==> config.mk <==
export PLATFORM = sky130hd
export DESIGN_NAME = ring_rotator
export DESIGN_NICKNAME = d
export VERILOG_FILES = /design/src/rtl/ring_rotator_pkg.sv /design/src/rtl/step_prescaler.sv /design/src/rtl/ring_rotator.sv
export SDC_FILE = /design/constraint.sdc
export NUM_CORES = 1
export LEC_CHECK = 0
export ABC_AREA = 1
export CAP_MARGIN = 20
export CORE_ASPECT_RATIO = 0.9
export CORE_MARGIN = 2
export CORE_UTILIZATION = 45
export CTS_CLUSTER_DIAMETER = 80
export DETAILED_ROUTE_END_ITERATION = 10
export PLACE_DENSITY = 0.69
export SLEW_MARGIN = 20
export SYNTH_ARGS = -nofsm -noshare
export SYNTH_HDL_FRONTEND = slang
export SYNTH_SLANG_ARGS = --single-unit
==> constraint.sdc <==
create_clock -name clk -period 11.8 [get_ports clk]
set_clock_uncertainty 0.05 [all_clocks]
set_input_delay 3.54 -clock clk [delete_from_list [all_inputs] [get_ports clk]]
set_output_delay 3.54 -clock clk [all_outputs]
set_load 0.05 [all_outputs]
==> src/rtl/ring_rotator_pkg.sv <==
// ring_rotator_pkg: shared direction and mode encodings for the ring rotator
package ring_rotator_pkg;
  localparam logic DIR_UP      = 1'b0;
  localparam logic DIR_DOWN    = 1'b1;
  localparam logic MODE_ROTATE = 1'b0;
  localparam logic MODE_BOUNCE = 1'b1;
endpackage

==> src/rtl/step_prescaler.sv <==
// step_prescaler: counts enabled cycles and ticks once every max(period,1)
module step_prescaler #(
  parameter int CNT_W = 15
) (
  input  logic             clk,
  input  logic             rst_n,
  input  logic             en,
  input  logic             clr,
  input  logic [CNT_W-1:0] period,
  output logic             tick
);
  logic [CNT_W-1:0] count;
  logic [CNT_W-1:0] pm;
  // >= rather than == so a lowered period fires at once instead of wrapping
  always_comb begin
    pm   = (period == '0) ? CNT_W'(1) : period;
    tick = en && !clr && (count >= pm - CNT_W'(1));
  end
  // count restarts on reset, load or a tick and freezes while en is low
  always_ff @(posedge clk) begin
    if (!rst_n || clr) count <= '0;
    else if (en) count <= tick ? '0 : count + CNT_W'(1);
  end
endmodule

==> src/rtl/ring_rotator.sv <==
// ring_rotator: walking pattern with programmable period, direction, load and bounce
module ring_rotator
  import ring_rotator_pkg::*;
#(
  parameter int               WIDTH = 4,
  parameter int               CNT_W = 15,
  parameter logic [WIDTH-1:0] INIT  = {1'b1, {(WIDTH-1){1'b0}}}
) (
  input  logic             clk,
  input  logic             rst_n,
  input  logic             en,
  input  logic [CNT_W-1:0] period,
  input  logic             dir,
  input  logic             mode,
  input  logic             load,
  input  logic [WIDTH-1:0] load_val,
  output logic [WIDTH-1:0] out,
  output logic             step
);
  logic             tick;
  logic             bdir;
  logic             mode_q;
  logic             eb;
  logic             nb;
  logic             both;
  logic             hit;
  logic [WIDTH-1:0] nxt;
  step_prescaler #(.CNT_W(CNT_W)) u_pre (
    .clk   (clk),
    .rst_n (rst_n),
    .en    (en),
    .clr   (load),
    .period(period),
    .tick  (tick)
  );
  // next pattern: rotate follows dir, bounce follows bdir and reflects off a set end bit
  always_comb begin
    eb   = (mode == MODE_BOUNCE && mode_q == MODE_ROTATE) ? dir : bdir;
    both = out[WIDTH-1] && out[0];
    hit  = (eb == DIR_DOWN) ? out[0] : out[WIDTH-1];
    nb   = (mode == MODE_BOUNCE && hit && !both) ? ~eb : eb;
    nxt  = (mode == MODE_ROTATE) ?
             ((dir == DIR_DOWN) ? {out[0], out[WIDTH-1:1]} : {out[WIDTH-2:0], out[WIDTH-1]}) :
           both ? out :
             ((nb == DIR_DOWN) ? {1'b0, out[WIDTH-1:1]} : {out[WIDTH-2:0], 1'b0});
  end
  // pattern, bounce direction and step pulse; reset beats load beats step
  always_ff @(posedge clk) begin
    mode_q <= mode;
    if (!rst_n || load) begin
      out  <= !rst_n ? INIT : load_val;
      step <= 1'b0;
      bdir <= dir;
    end else begin
      step <= tick;
      bdir <= tick ? nb : eb;
      if (tick) out <= nxt;
    end
  end
endmodule
==> flow_summary.json <==
{
  "dieArea_um2": 4550,
  "htree_levels": 1,
  "grt_max_degree": 16,
  "worst_pin_slew_ns": 0.5227,
  "setup.worst_path.class": "in -> reg",
  "post_cts_buffers": 0,
  "vdd_ir_drop_max_mv": 0.05236,
  "finalNonFillerCells": 346,
  "synth-main-ff-cell": "dfxtp_1",
  "relSlewSlack_pct": 64.79,
  "drt_iter0_markers": 81,
  "dp_hpwl_um": 3439,
  "finalHoldViolCount": 0,
  "final_area_um2": 2188,
  "yosys_warnings": 0,
  "clk_pin_slew_ns": 0.08,
  "syn_nets": 311,
  "required_ns": 11.66,
  "boundaryPins": 30,
  "syn_avg_cell_area_um2": 6.735,
  "fmax_mhz": 145.6,
  "post-place-cells": 342,
  "synthToLayoutAreaGrowth_pct": 20.79,
  "cap_violations": 0,
  "rsz0062_at_grt": "no",
  "hold_buffers": 0,
  "startpoint_type": "input port",
  "gp_routability_congestion": 0.8456,
  "use_met3_pct": 3.628,
  "busiest_layer": "met2",
  "cts_buffer_depth": 2,
  "wirelength_um": 4179,
  "setup_tns_ns": 0,
  "power.total_w": 0.0001685,
  "rows": 21,
  "root_buffer": "clkbuf_8",
  "insertion_delay_ns": 0.26,
  "drc_errors": 0,
  "grt.total_usage_pct": 20.13,
  "design.core.area_um2": 3784,
  "grt_pass1_vias": 1624,
  "endpoint_kind": "flop",
  "final_layout_size_suffix_gt1_share_pct": 6.667,
  "synth_edf_count": 4,
  "setup_violations": 0,
  "synth_common_cells": "nand2_1 (61), nor2_1 (41), inv_1 (30)",
  "synthCells": 269,
  "wire_per_inst_um": 12.08,
  "grt_first_pass_wirelength_um": 7293,
  "netlist_top_cells_area": "dfxtp_1 (20%), nand2_1 (13%), ha_1 (12%), nor2_1 (8.5%), xor2_1 (6.8%)",
  "status": "finished clean",
  "insertedDiodeCount": 0,
  "slew_viol_final": 0,
  "yosys.area.top_type_share_pct": 19.89,
  "start_util_pct": 47.88,
  "die_w_um": 70.89,
  "netlist.top_cell.by_area": "dfxtp_1",
  "io_buffers": 29,
  "finalCritPeriodShare_pct": 58.22,
  "cts_tree": "yes",
  "async_flop_share_pct": 0,
  "worstPathMaxFanout": 4,
  "worstPathArrival_ns": 6.73,
  "placed_area_um2": 2143,
  "antenna_found_initial": 0,
  "yosysMostFrequentCell": "nand2_1",
  "vias_per_cell": 5.043,
  "fp.dieH_um": 64.20,
  "leakage_nw": 0.9551,
  "overflow": 0,
  "final_antenna_net_count": 0,
  "hold_path_class": "reg -> reg",
  "synth-seq-cells": 22,
  "cts.sinks": 22,
  "cts_resized": 0,
  "use_met2_pct": 31.31,
  "yosysSeqAreaShare_pct": 26.52,
  "syn_area_um2": 1812,
  "timing.final.crit_period_ns": 6.870,
  "synth_cell_type_count": 26,
  "final_core_util_pct": 57.84,
  "p_per_area_nw_per_um2": 76.99,
  "grtUsageMet1_pct": 28.08,
  "cts_buffers": 3,
  "vias": 1745,
  "nNetsFinal": 343,
  "dr.pass1.iters": 4
}
==> final timing paths <==
kind	from	to	slack, ns	cells past startpoint
worst max register to register	u_pre.count[6]	out[1]	9.67	9
worst min register to register	u_pre.count[0]	u_pre.count[0]	0.49	2
worst min-delay path	u_pre.count[0]	u_pre.count[0]	0.49	2
worst max-delay path	period[5]	out[1]	4.93	21
==> cells in the final DEF (no fill, tap or decap), types with 2 or more instances in the layout <==
master	count
ha_1	17
nor2_2	3
edfxtp_1	4
o21ai_1	2
nand4_1	2
nand3_1	18
a31oi_1	2
nand2_2	6
a21oi_1	11
nor3_1	13
o21ai_0	8
dfxtp_1	18
nand2_1	61
inv_1	30
inv_2	3
xor2_1	14
clkbuf_8	3
nor2_1	41
nand3_2	2
xnor2_1	7
clkdlybuf4s50_1	29
==> power by group <==
part / switching (W) / internal (W)
Sequential: 0.00000191 / 0.0000788
Clock: 0.0000239 / 0.0000232
Combinational: 0.0000234 / 0.0000173
Total: 0.0000492 / 0.000119
==> critical path, stage by stage <==
cell and delay [ns]:
clkdlybuf4s50_1 0.45, nor2_1 0.16, nand2_1 0.08, nor2_1 0.15, nand3_1 0.12, nand2_2 0.09
inv_2 0.06, ha_1 0.20, nand3_1 0.14, inv_1 0.08, nand2_1 0.11, nor3_1 0.07
xnor2_1 0.15, ha_1 0.34, nand2_1 0.08, nor2_1 0.13, and2_1 0.13, nand2_1 0.06
nand3_2 0.07, nand2_2 0.08, o21ai_0 0.44
==> state kept, by name, indices dropped and copies added, names as in the netlist <==
signal and flops:
u_pre.count 15, step 1, out 4, mode_q 1
bdir 1
==> cell families (layout without fill, tap and decap cells) <==
family                   Yosys count  in the layout  synth area share [%]
adder cells (fa/ha/maj)           17             17                 11.74
AO/OA/AOI/OAI                     25             25                 7.459
buffers and inverters             35             66                 7.735
flip-flops                        22             22                 26.52
XOR/XNOR                          21             21                 10.15
AND/OR/NAND/NOR                  149            149                 36.40
==> routing by layer <==
layer | share of wire, % | vias to the layer above
li1 | - | 932
met1 | 50 | 770
met2 | 44 | 36
met3 | 4.4 | 7
met4 | 1.7 | 0
met5 | 0 | -
==> through the flow <==
step / worst slack (ns) / hold slack [ns]
detailed placement: 4.660 / 0.4672
global placement: 4.781 / 0.4642
finish: 4.930 / 0.4871
floorplan: 5.530 / 0.4294
global route: 4.629 / 0.5129
CTS: 4.931 / 0.4789
==> layout make-up <==
class                   instances  area [µm²]
fillers                       385        1595
multi-input cells             212        1191
inverters                      33       123.9
repair buffers                 29       290.3
well taps                      46       57.56
clock inverters                 1       3.754
clock buffers                   3       41.29
flip-flops and latches         22       480.5
(Power assumes the default switching activity.)
